File: src/rtl/traffic_phase_ctrl.sv
// traffic_phase_ctrl: round-robin traffic signal sequencer.
// Each approach in turn gets GREEN -> YELLOW -> ALLRED. Pedestrian requests
// are latched per approach and granted as a walk window at the start of that
// approach's next green.
// Optional feature: define TRAFFIC_PREEMPT_EN to add emergency preemption
// (preempt / preempt_dir ports). Without it the controller is pure round-robin.
module traffic_phase_ctrl #(
  parameter int NUM_DIR     = 4,
  parameter int GREEN_TIME  = 45,
  parameter int YELLOW_TIME = 15,
  parameter int ALLRED_TIME = 5,
  parameter int PED_TIME    = 20,
  parameter int CNT_WIDTH   = 8
) (
  input  logic                       clk,
  input  logic                       rst,
  input  logic [NUM_DIR-1:0]         ped_req,
`ifdef TRAFFIC_PREEMPT_EN
  input  logic                       preempt,
  input  logic [$clog2(NUM_DIR)-1:0] preempt_dir,
`endif
  output logic [3*NUM_DIR-1:0]       lights,
  output logic [NUM_DIR-1:0]         walk,
  output logic [$clog2(NUM_DIR)-1:0] active_dir
);

  localparam int DW = $clog2(NUM_DIR);

  typedef enum logic [1:0] {
    ALLRED = 2'd0,
    GREEN  = 2'd1,
    YELLOW = 2'd2
  } state_e;

  state_e               state_q, state_d;
  logic [CNT_WIDTH-1:0] cnt_q, cnt_d;
  logic [DW-1:0]        dir_q, dir_d;
  logic [NUM_DIR-1:0]   ped_pend_q, ped_pend_d;
  logic                 entry_q, entry_d;       // first cycle of a GREEN
  logic                 walk_grant_q, walk_grant_d;

  logic                 preempt_w;
  logic [DW-1:0]        preempt_dir_w;
  logic                 grant;
  logic                 walk_on;
  logic [DW-1:0]        dir_next;

`ifdef TRAFFIC_PREEMPT_EN
  assign preempt_w     = preempt;
  assign preempt_dir_w = preempt_dir;
`else
  assign preempt_w     = 1'b0;
  assign preempt_dir_w = '0;
`endif

  // Request seen for the active approach in the green entry cycle (latched or live).
  assign grant    = ped_pend_q[dir_q] | ped_req[dir_q];
  assign dir_next = (dir_q == DW'(NUM_DIR - 1)) ? '0 : dir_q + 1'b1;

  // State, counter and pedestrian-latch registers; reset drops to all-red.
  always_ff @(posedge clk or posedge rst) begin
    if (rst) begin
      state_q      <= ALLRED;
      cnt_q        <= CNT_WIDTH'(ALLRED_TIME - 1);
      dir_q        <= DW'(NUM_DIR - 1);
      ped_pend_q   <= '0;
      entry_q      <= 1'b0;
      walk_grant_q <= 1'b0;
    end else begin
      state_q      <= state_d;
      cnt_q        <= cnt_d;
      dir_q        <= dir_d;
      ped_pend_q   <= ped_pend_d;
      entry_q      <= entry_d;
      walk_grant_q <= walk_grant_d;
    end
  end

  // Next-state: phase sequencing, countdown, approach rotation, request latching.
  always_comb begin
    state_d      = state_q;
    cnt_d        = cnt_q;
    dir_d        = dir_q;
    entry_d      = 1'b0;
    walk_grant_d = walk_grant_q;
    ped_pend_d   = ped_pend_q | ped_req;
    // The entry cycle consumes the active approach's request; later requests
    // in this green stay latched for its next turn.
    if (entry_q) begin
      ped_pend_d[dir_q] = 1'b0;
      walk_grant_d      = grant;
    end
    case (state_q)
      ALLRED: begin
        if (cnt_q == '0) begin
          state_d = GREEN;
          cnt_d   = CNT_WIDTH'(GREEN_TIME - 1);
          entry_d = 1'b1;
          dir_d   = preempt_w ? preempt_dir_w : dir_next;
        end else begin
          cnt_d = cnt_q - 1'b1;
        end
      end
      GREEN: begin
        if (preempt_w && (preempt_dir_w != dir_q)) begin
          state_d = YELLOW;
          cnt_d   = CNT_WIDTH'(YELLOW_TIME - 1);
        end else if (preempt_w) begin
          cnt_d = cnt_q;  // preempting approach holds green until release
        end else if (cnt_q == '0) begin
          state_d = YELLOW;
          cnt_d   = CNT_WIDTH'(YELLOW_TIME - 1);
        end else begin
          cnt_d = cnt_q - 1'b1;
        end
      end
      YELLOW: begin
        if (cnt_q == '0) begin
          state_d = ALLRED;
          cnt_d   = CNT_WIDTH'(ALLRED_TIME - 1);
        end else begin
          cnt_d = cnt_q - 1'b1;
        end
      end
      default: begin
        state_d = ALLRED;
        cnt_d   = CNT_WIDTH'(ALLRED_TIME - 1);
      end
    endcase
  end

  // Walk window: first PED_TIME cycles of a granted green, never under preemption.
  assign walk_on = (state_q == GREEN) && !preempt_w &&
                   (cnt_q >= CNT_WIDTH'(GREEN_TIME - PED_TIME)) &&
                   (entry_q ? grant : walk_grant_q);

  assign active_dir = dir_q;

  // Per-approach light and walk decode from registered state.
  for (genvar d = 0; d < NUM_DIR; d++) begin : g_dir
    logic sel;
    assign sel = (dir_q == DW'(d));
    assign lights[3*d+2 -: 3] = (sel && state_q == GREEN)  ? 3'b001 :
                                (sel && state_q == YELLOW) ? 3'b010 : 3'b100;
    assign walk[d] = walk_on && sel;
  end

endmodule

File: config.mk
export PLATFORM = sky130hd
export DESIGN_NAME = traffic_phase_ctrl
export DESIGN_NICKNAME = d
export VERILOG_FILES = /design/src/rtl/traffic_phase_ctrl.sv
export SDC_FILE = /design/constraint.sdc
export NUM_CORES = 1
export LEC_CHECK = 0
export CAP_MARGIN = 20
export CORE_AREA = 2 2 51 53
export CTS_BUF_LIST = sky130_fd_sc_hd__clkbuf_4 sky130_fd_sc_hd__clkbuf_8
export CTS_CLUSTER_DIAMETER = 50
export DETAILED_ROUTE_END_ITERATION = 10
export DIE_AREA = 0 0 53 55
export PLACE_DENSITY = 0.81
export REMOVE_ABC_BUFFERS = 1
export SETUP_SLACK_MARGIN = 0.2
export SLEW_MARGIN = 5
export SYNTH_ARGS = -nofsm -noshare
export SYNTH_HDL_FRONTEND = slang
export SYNTH_SLANG_ARGS = --single-unit
File: constraint.sdc
create_clock -name clk -period 2.7 [get_ports clk]
set_input_delay 0.27 -clock clk [delete_from_list [all_inputs] [get_ports clk]]
set_output_delay 0.27 -clock clk [all_outputs]
set_load 0.02 [all_outputs]
### After elaboration in Yosys (flattened, before gate mapping)

Index checks and enable logic that the tools add are counted.

* add/subtract/negate cells: 2
* order comparisons: 3
* equality and inequality tests: 8
* multiplexer cells: 27
* bitwise operators: 4
* reduce and logical (&&, ||, !) cells: 20

Operators by type and width (count)
* $mux 3: 8
* $mux 8: 3
* $pmux 8 s3: 1
* $logic_and 1x1->1: 15
* $ge 8x5->1 const B: 1
* $logic_not 8->1: 1
* $mux 2: 4
* $sub 8x1->8 const B: 1
* $eq 2x2->1 const B: 3
* $mux 1: 6
* $ne 2x2->1 const B: 3
* $pmux 2 s3: 1
* $and 4x4->4: 1
* $bmux 1 s2: 2
* $eq 2x1->1 const B: 2
* $logic_not 2->1: 2
* $mux 4: 1
* $not 4->4: 1
* $or 4x4->4: 1
* $lt 2x3->1 const B: 1
* $reduce_and 3->1: 1
* $add 2x1->2 const B: 1
* $demux 1 s2: 1
* $ge 2x1->1 const B: 1
* other kinds (2): 2

* register bits after elaboration: 18
* logic and storage cells: 70

### Logic depth before layout (Yosys ltp)

Gate-level depths: netlist (run 1).

* depth in word-level cells: 7
* gate-level depth with buffers: 7
* depth with buffers taken out: 6

### Worst setup path before layout (run 1)

OpenSTA, ideal clock, no wires.

* path type: reg2reg
* from: reg cnt_q[0]
* to: reg dir_q[0] (netlist: active_dir[0])
* library setup time: 0.082 ns
* arrival: 2.074 ns
* required time: 2.618 ns
* setup slack: 0.543 ns
* stages on the path, launching flop included: 8
* path buffers: 1
* path through: dfrtp_1 -> inv_1 -> ha_1 -> or4b_4 -> or2_1 -> buf_6 -> or3_4 -> mux2_4

* cells in the longest elaborated chain, start to end: 2

Ends and longest elaborated chain
* start: declaration: RTL line 36 `logic [CNT_WIDTH-1:0] cnt_q, cnt_d;`
* start signal: assignment: RTL line 64 `cnt_q <= CNT_WIDTH'(ALLRED_TIME - 1);`
* start signal: assignment: RTL line 71 `cnt_q <= cnt_d;`
* $logic_not 8->1: RTL line 95 `if (cnt_q == '0) begin`
* $reduce_and 2->1 (no source line)
* end signal: assignment: RTL line 65 `dir_q <= DW'(NUM_DIR - 1);`
* end signal: assignment: RTL line 72 `dir_q <= dir_d;`
* end: declaration: RTL line 37 `logic [DW-1:0] dir_q, dir_d;`

Every way passes these cells.
A chain may end at the register's enable or synchronous reset.

### Worst setup path in the final report (run 1)

* from: reg dir_q[0] (netlist: active_dir[0])
* to: out lights[2]

* cells in the longest elaborated chain, start to end: 4
* elaborated cells between the ends (all ways): 5

Ends and longest elaborated chain
* $logic_not 2->1 (*): RTL line 142 `assign sel = (dir_q == DW'(d));`
* $logic_and 1x1->1: RTL line 144 `(sel && state_q == YELLOW) ? 3'b010 : 3'b100;`
* $mux 3: RTL line 144
* $mux 3 (*): RTL line 143 `assign lights[3*d+2 -: 3] = (sel && state_q == GREEN) ? 3'b001 :`
* end: declaration: RTL line 22 `output logic [3*NUM_DIR-1:0] lights,`

Mark *: on every way between the ends. The rest lies on a longest branch, timed or not.

==> results of run 1 <==
state kept, by name (all words and copies together) (netlist names):
register and cells:
state_q 2, entry_q 1, active_dir 2, walk_grant_q 1, ped_pend_q 4, cnt_q 8
Yosys cell counts, drive strengths merged:
master / n / area (um2)
a211oi: 1 / 7.51
a21o: 1 / 7.51
a21oi: 7 / 35.0
a31oi: 1 / 6.26
and2: 8 / 50.1
and3: 4 / 25.0
buf: 1 / 11.3
clkbuf: 2 / 7.51
dfrtp: 15 / 375
dfstp: 3 / 78.8
ha: 6 / 75.1
inv: 7 / 26.3
mux2: 2 / 30.0
mux4: 1 / 22.5
nand2: 4 / 15.0
nand2b: 1 / 6.26
nand3: 3 / 15.0
nor2: 17 / 63.8
nor2b: 1 / 6.26
nor3: 3 / 15.0
o2111ai: 1 / 8.76
o21ai: 3 / 15.0
o21bai: 1 / 7.51
o22ai: 1 / 6.26
or2: 1 / 6.26
or2b: 1 / 7.51
or3: 2 / 17.5
or3b: 1 / 8.76
or4b: 1 / 13.8
xnor2: 3 / 26.3
xor2: 1 / 8.76
layer usage:
metal | routed length (um) | global-route usage (%) | vias up
met5 | 0 | 0 | -
met4 | 12 | 3.85 | 0
met3 | 113 | 4.30 | 2
met2 | 1050 | 27.9 | 25
met1 | 985 | 22.1 | 389
li1 | - | - | 401
cell usage in the layout (no fill, tap or decap), types with 2 or more instances in the layout:
cell type,count
a21oi_1,7
and2_1,8
and3_1,4
clkbuf_2,4
clkbuf_4,3
clkdlybuf4s50_1,19
dfrtp_1,15
dfstp_2,3
ha_1,6
inv_1,7
mux2_4,2
nand2_1,4
nand3_1,3
nor2_1,17
nor3_1,3
o21ai_0,3
xnor2_1,3
cell families (layout without fill, tap and decap cells):
| logic type | Yosys count | count (layout) | share of synthesized area [%] |
|---|---|---|---|
| simple gates | 47 | 47 | 24.9 |
| flops | 18 | 18 | 45.1 |
| compound gates | 16 | 16 | 9.33 |
| mux | 3 | 3 | 5.22 |
| xor+xnor | 4 | 4 | 3.48 |
| fa+ha+maj | 6 | 6 | 7.46 |
| buf+inv | 10 | 35 | 4.48 |
area by class of cell:
class                   count  area [um2]
fillers                   222        1070
multi-input cells          76         527
flip-flops and latches     18         454
repair buffers             24         218
well taps                  30        37.5
clock buffers               4        36.3
inverters                   7        26.3
worst paths after layout:
| check | endpoint | slack (ns) | depth (start not counted) |
|---|---|---|---|
| worst max-delay path | lights[2] | 0.31 | 5 |
| worst min-delay path | cnt_q[7] | 0.37 | 2 |
| worst max register to register | active_dir[0] | 0.41 | 6 |
| worst min register to register | cnt_q[0] | 0.50 | 1 |
| max in group asynchronous | cnt_q[4] | 1.91 | 2 |
| min in group clk | cnt_q[0] | 0.50 | 1 |
timing repair:
action,CTS,global route
setup endpoints to repair,4,4
endpoints found under the hold margin,0,0
pin swaps,0,0
resized for setup,11,4
power groups by stage:
stage / registers (mW) / clock network (mW) / logic, mW
detailed placement: 0.276 / 0 / 0.0136
finish: 0.271 / 0.167 / 0.0130
global placement: 0.276 / 0 / 0.0131
floorplan: 0.276 / 0 / 0.00448
CTS: 0.271 / 0.168 / 0.0136
global route: 0.271 / 0.184 / 0.0149
==> flow_metrics.py, run 1 <==
metrics = {
    "outcome": {
        "run_status": "finished, final reports clean",
    },
    "floorplan": {
        "io_pins": 24,
        "start_util_pct": 42.5,
        "rows": 18,
        "dieArea_um2": 2920,
        "die_w_um": 53,
        "core_um2": 2360,
        "die_h_um": 55,
    },
    "placement": {
        "place_area_um2": 1260,
        "post-place-cells": 155,
        "hpwl_um": 1620,
        "pre_cts_slack_ns": -0.0596,
        "gp_congestion": 0.768,
        "io_buffers": 23,
    },
    "worst_setup_path": {
        "cp-startpoint": "active_dir[0]",
        "worst-path-buf-inv": 2,
        "arrival_ns": 2.12,
        "path_delay_family": "buffers and inverters",
        "r2r-start": "cnt_q[0]",
        "path_class": "reg2out",
        "cp_data_required_time_ns": 2.43,
        "crit_path_top_delay_cell": "dfstp_2",
        "cp-start-kind": "flip-flop",
        "critPathMaxFanout": 7,
        "path_cells": "inv_1, ha_1, and3_1, nor2_1, clkdlybuf4s50_1",
        "cp-end-kind": "output pin",
        "cpPeakStageDelay_ns": 0.61,
    },
    "timing": {
        "whs_ns": 0.366,
        "fin_crit_sh_pct": 88.7,
        "fin_crit_ns": 2.39,
        "maxSlewHeadroom_pct": 55.6,
        "tightest_slew_ns": 0.665,
        "setup_violations": 0,
        "timing.fmax_mhz": 418,
        "timing.setup.tns_ns": 0,
        "hold_viol_final": 0,
        "fin_skew_ns": 0.00159,
        "drv_slew": 0,
        "rsz0062_at_grt": "false",
        "setup_slack_ns": 0.306,
    },
    "logic_synthesis": {
        "seq_area_frac_synth_pct": 45.1,
        "syn_avg_cell_area_um2": 9.67,
        "syn-cell-area_um2": 1010,
        "yosys_warnings": 0,
        "syn_inst": 104,
        "synth-seq-cells": 18,
        "synth.distinct_cells": 32,
    },
    "routing": {
        "vias": 817,
        "routed_wl_um": 2160,
        "drt_iter0_drc": 7,
        "drt_first_pass_iters": 4,
        "wl_per_cell_um": 13.6,
        "drt-vias-per-instance": 5.14,
        "drtAntennaViolNets": 0,
        "drc": 0,
    },
    "clock_tree": {
        "clockBufferDepth": 2,
        "cts_sinks": 18,
        "cts_tree": "built",
        "cts_root_buffer": "clkbuf_4",
        "h-tree-depth": 1,
        "clkLatencyLatePin_ns": 0.29,
        "path_clk_slew_ns": 0.11,
        "cts_made_buffers": 3,
        "postCtsHoldBufs": 0,
        "post-cts-setup-buffers": 0,
    },
    "pwr": {
        "fin_total_pwr_uw": 450,
        "pwr-share-comb_pct": 2.9,
        "p_clk_share_pct": 37.0,
        "ir_drop_v": 0.000283,
        "p_switching_uw": 91.6,
        "powerDensity_nw_per_um2": 347,
        "pwr-share-seq_pct": 60.1,
        "leakage_nw": 0.605,
        "internal_power_uw": 359,
        "p_sw_share_pct": 20.3,
    },
    "cells_and_area": {
        "area_growth_pct": 29.1,
        "nNetsFinal": 142,
        "drive_above_1_share_pct": 15.5,
        "instances_no_fill": 159,
        "n_antenna_cell": 0,
        "postLayoutCoreUtil_pct": 54.9,
        "final_cell_area_um2": 1300,
    },
    "hold_path": {
        "hold_class": "in2async",
    },
    "grt": {
        "grt_pass1_wl_um": 3620,
        "grt_usage_pct": 16.8,
        "grt_pass1_vias": 793,
        "grt_overflow": 0,
        "grt_max_degree": 19,
        "antenna_found_initial": 0,
    },
    "job": {
        "max-cap-violations": 0,
    },
}
(Power assumes the default switching activity.)
==> run 2, diff against run 1 <==
- PLACE_DENSITY: 0.81 -> 0.7
- clock period: 2.7 -> 1.98 ns (I/O delays scaled with it)
==> run 2 against run 1 <==
  * The flow now finishes with violations (negative setup slack)
  * First-iteration DRC count increased to 2.9 times the previous value
  * Register-to-register slack got worse by 0.61 ns
  * Clock power increased by 45%
  * Combinational power increased by 36%
  * Total power increased by 39%
  * Count of clock-buffer cells in the layout unchanged
  * Final cell count increased by 20%
  * Sequential cell count unchanged
  * Sequential power increased by 36%
  * Non-clock buffer count increased by 32
==> flow_metrics.py, run 2 (synthesized netlist as in run 1, its figures left out) <==
metrics = {
    "timing": {
        "maxSlewHeadroom_pct": 53.4,
        "setup_violations": 6,
        "fin_crit_ns": 2.20,
        "hold_viol_final": 0,
        "drv_slew": 0,
        "setup_slack_ns": -0.217,
        "tightest_slew_ns": 0.699,
        "timing.fmax_mhz": 455,
        "rsz0062_at_grt": "true",
        "fin_crit_sh_pct": 111,
        "fin_skew_ns": 0.00237,
    },
    "pwr": {
        "powerDensity_nw_per_um2": 367,
        "leakage_nw": 0.815,
        "ir_drop_v": 0.000278,
    },
    "grt": {
        "antenna_found_initial": 0,
        "grt_pass1_vias": 946,
        "grt_pass1_wl_um": 4230,
        "grt_max_degree": 19,
        "grt_overflow": 0,
        "grt_usage_pct": 20.5,
    },
    "clock_tree": {
        "cts_made_buffers": 3,
        "clockBufferDepth": 2,
        "clkLatencyLatePin_ns": 0.31,
        "cts_sinks": 18,
        "h-tree-depth": 1,
        "cts_tree": "built",
        "postCtsHoldBufs": 0,
        "path_clk_slew_ns": 0.11,
        "cts_root_buffer": "clkbuf_4",
    },
    "floorplan": {
        "rows": 18,
        "die_w_um": 53,
        "io_pins": 24,
        "die_h_um": 55,
        "dieArea_um2": 2920,
        "core_um2": 2360,
        "start_util_pct": 42.5,
    },
    "outcome": {
        "run_status": "complete, but fails checks",
        "failed_checks": "negative setup slack",
    },
    "cells_and_area": {
        "area.sequential_um2": 454,
        "layout_common_cells": "buf_4 (25), buf_6 (19), dfrtp_1 (15), nor2_1 (14)",
        "area_growth_pct": 70.0,
        "top_register": "cnt_q",
        "nNetsFinal": 174,
        "mostFrequentLayoutCell": "buf_4",
        "nFillCells": 170,
        "multi_input_area_um2": 657,
        "largest_reg_flops": 8,
        "n_antenna_cell": 0,
        "drive_above_1_share_pct": 54.0,
        "final_cell_area_um2": 1710,
        "top_regs": "cnt_q (8), ped_pend_q (4)",
    },
    "worst_setup_path": {
        "path_class": "reg2out",
        "cp-end-kind": "output pin",
        "worst-path-buf-inv": 3,
        "critPathMaxFanout": 4,
        "r2r_slack_ns": -0.20,
        "r2r-start": "cnt_q[1]",
        "cp_data_required_time_ns": 1.78,
        "cp-startpoint": "cnt_q[1]",
        "r2r-end": "active_dir[1]",
        "arrival_ns": 2.00,
        "worst_r2r_path_depth": 7,
        "path_cells": "inv_1, ha_2, or3b_4, a31oi_4, a211oi_2, buf_4, and2_4, buf_6",
        "cp-start-kind": "flip-flop",
        "crit_path_top_delay_cell": "dfrtp_1",
        "cpPeakStageDelay_ns": 0.39,
        "path_delay_family": "simple AND/OR/NAND/NOR gates",
    },
    "hold_path": {
        "hold_class": "in2async",
    },
    "routing": {
        "drtAntennaViolNets": 0,
        "vias": 956,
        "routed_wl_um": 2780,
        "drt_first_pass_iters": 4,
        "drc": 0,
        "drt_iter0_drc": 20,
        "wl_per_cell_um": 14.5,
        "drt-vias-per-instance": 5.01,
    },
    "job": {
        "max-cap-violations": 0,
    },
    "placement": {
        "io_buffers": 23,
        "pre_cts_slack_ns": -0.531,
        "place_area_um2": 1440,
        "hpwl_um": 1740,
        "gp_congestion": 0.825,
    },
}
==> run 2: cell count changes in the layout (fill, tap and decap cells not counted), sizes merged <==
cell and change:
clkdlybuf4s50 -14, clkbuf -4, buf +48, dlygate4sd2 +2
==> run 2: final cells by class <==
type	instances	share of cell area, %
Multi-Input combinational cell	76	38.4
Timing Repair Buffer	56	28.9
Sequential cell	18	26.6
Tap cell	30	2.19
Clock buffer	4	2.12
Inverter	7	1.83
==> run 2: report_power, final <==
group / internal (mW) / switching, mW
clock network: 0.112 / 0.129
logic: 0.00897 / 0.00875
registers: 0.369 / 0.000392
total: 0.490 / 0.138
==> run 2: per-layer routing <==
metal  share of wire [%]  track usage [%]  vias to the layer above
met3                 2.9             2.15                        7
met1                  44             26.6                      465
met2                  50             34.0                       22
met5                   0                0                        -
li1                    -                -                      462
met4                 2.8             11.1                        0
==> run 2: what timing repair did <==
action,CTS,global route
pin swaps,11,4
setup buffers,6,2
setup endpoints to repair,29,24
resized for setup,124,10
==> run 2: worst max path at each step <==
stage	to	slack, ns	cells past startpoint
after detailed placement	walk[0]	-0.53	7
after floorplan	active_dir[0]	-0.17	6
final	walk[0]	-0.22	8
after global routing	walk[0]	-0.29	8
after global placement	walk[3]	-0.51	7
after CTS	active_dir[1]	-0.21	7
==> run 2: per-stage QoR <==
| stage | util (%) | total power, mW | setup TNS (ns) | std cells | hold slack (ns) |
|---|---|---|---|---|---|
| after global placement | 61.0 | 0.394 | -2.45 | 179 | 0.494 |
| after CTS | 70.2 | 0.623 | -1.14 | 189 | 0.318 |
| final | 72.3 | 0.628 | -1.18 | 191 | 0.290 |
| after detailed placement | 61.0 | 0.394 | -2.56 | 179 | 0.524 |
| after global routing | 72.3 | 0.645 | -1.95 | 191 | 0.355 |
| after floorplan | - | 0.382 | -0.331 | 101 | 0.134 |
==> run 2: worst reg2reg max path, delay by kind of cell (launching register included) <==
family        cells  cell delay (ns)
flops             1             0.39
fa+ha+maj         1             0.19
simple gates      3             1.06
mux               1             0.31
buf+inv           2             0.18
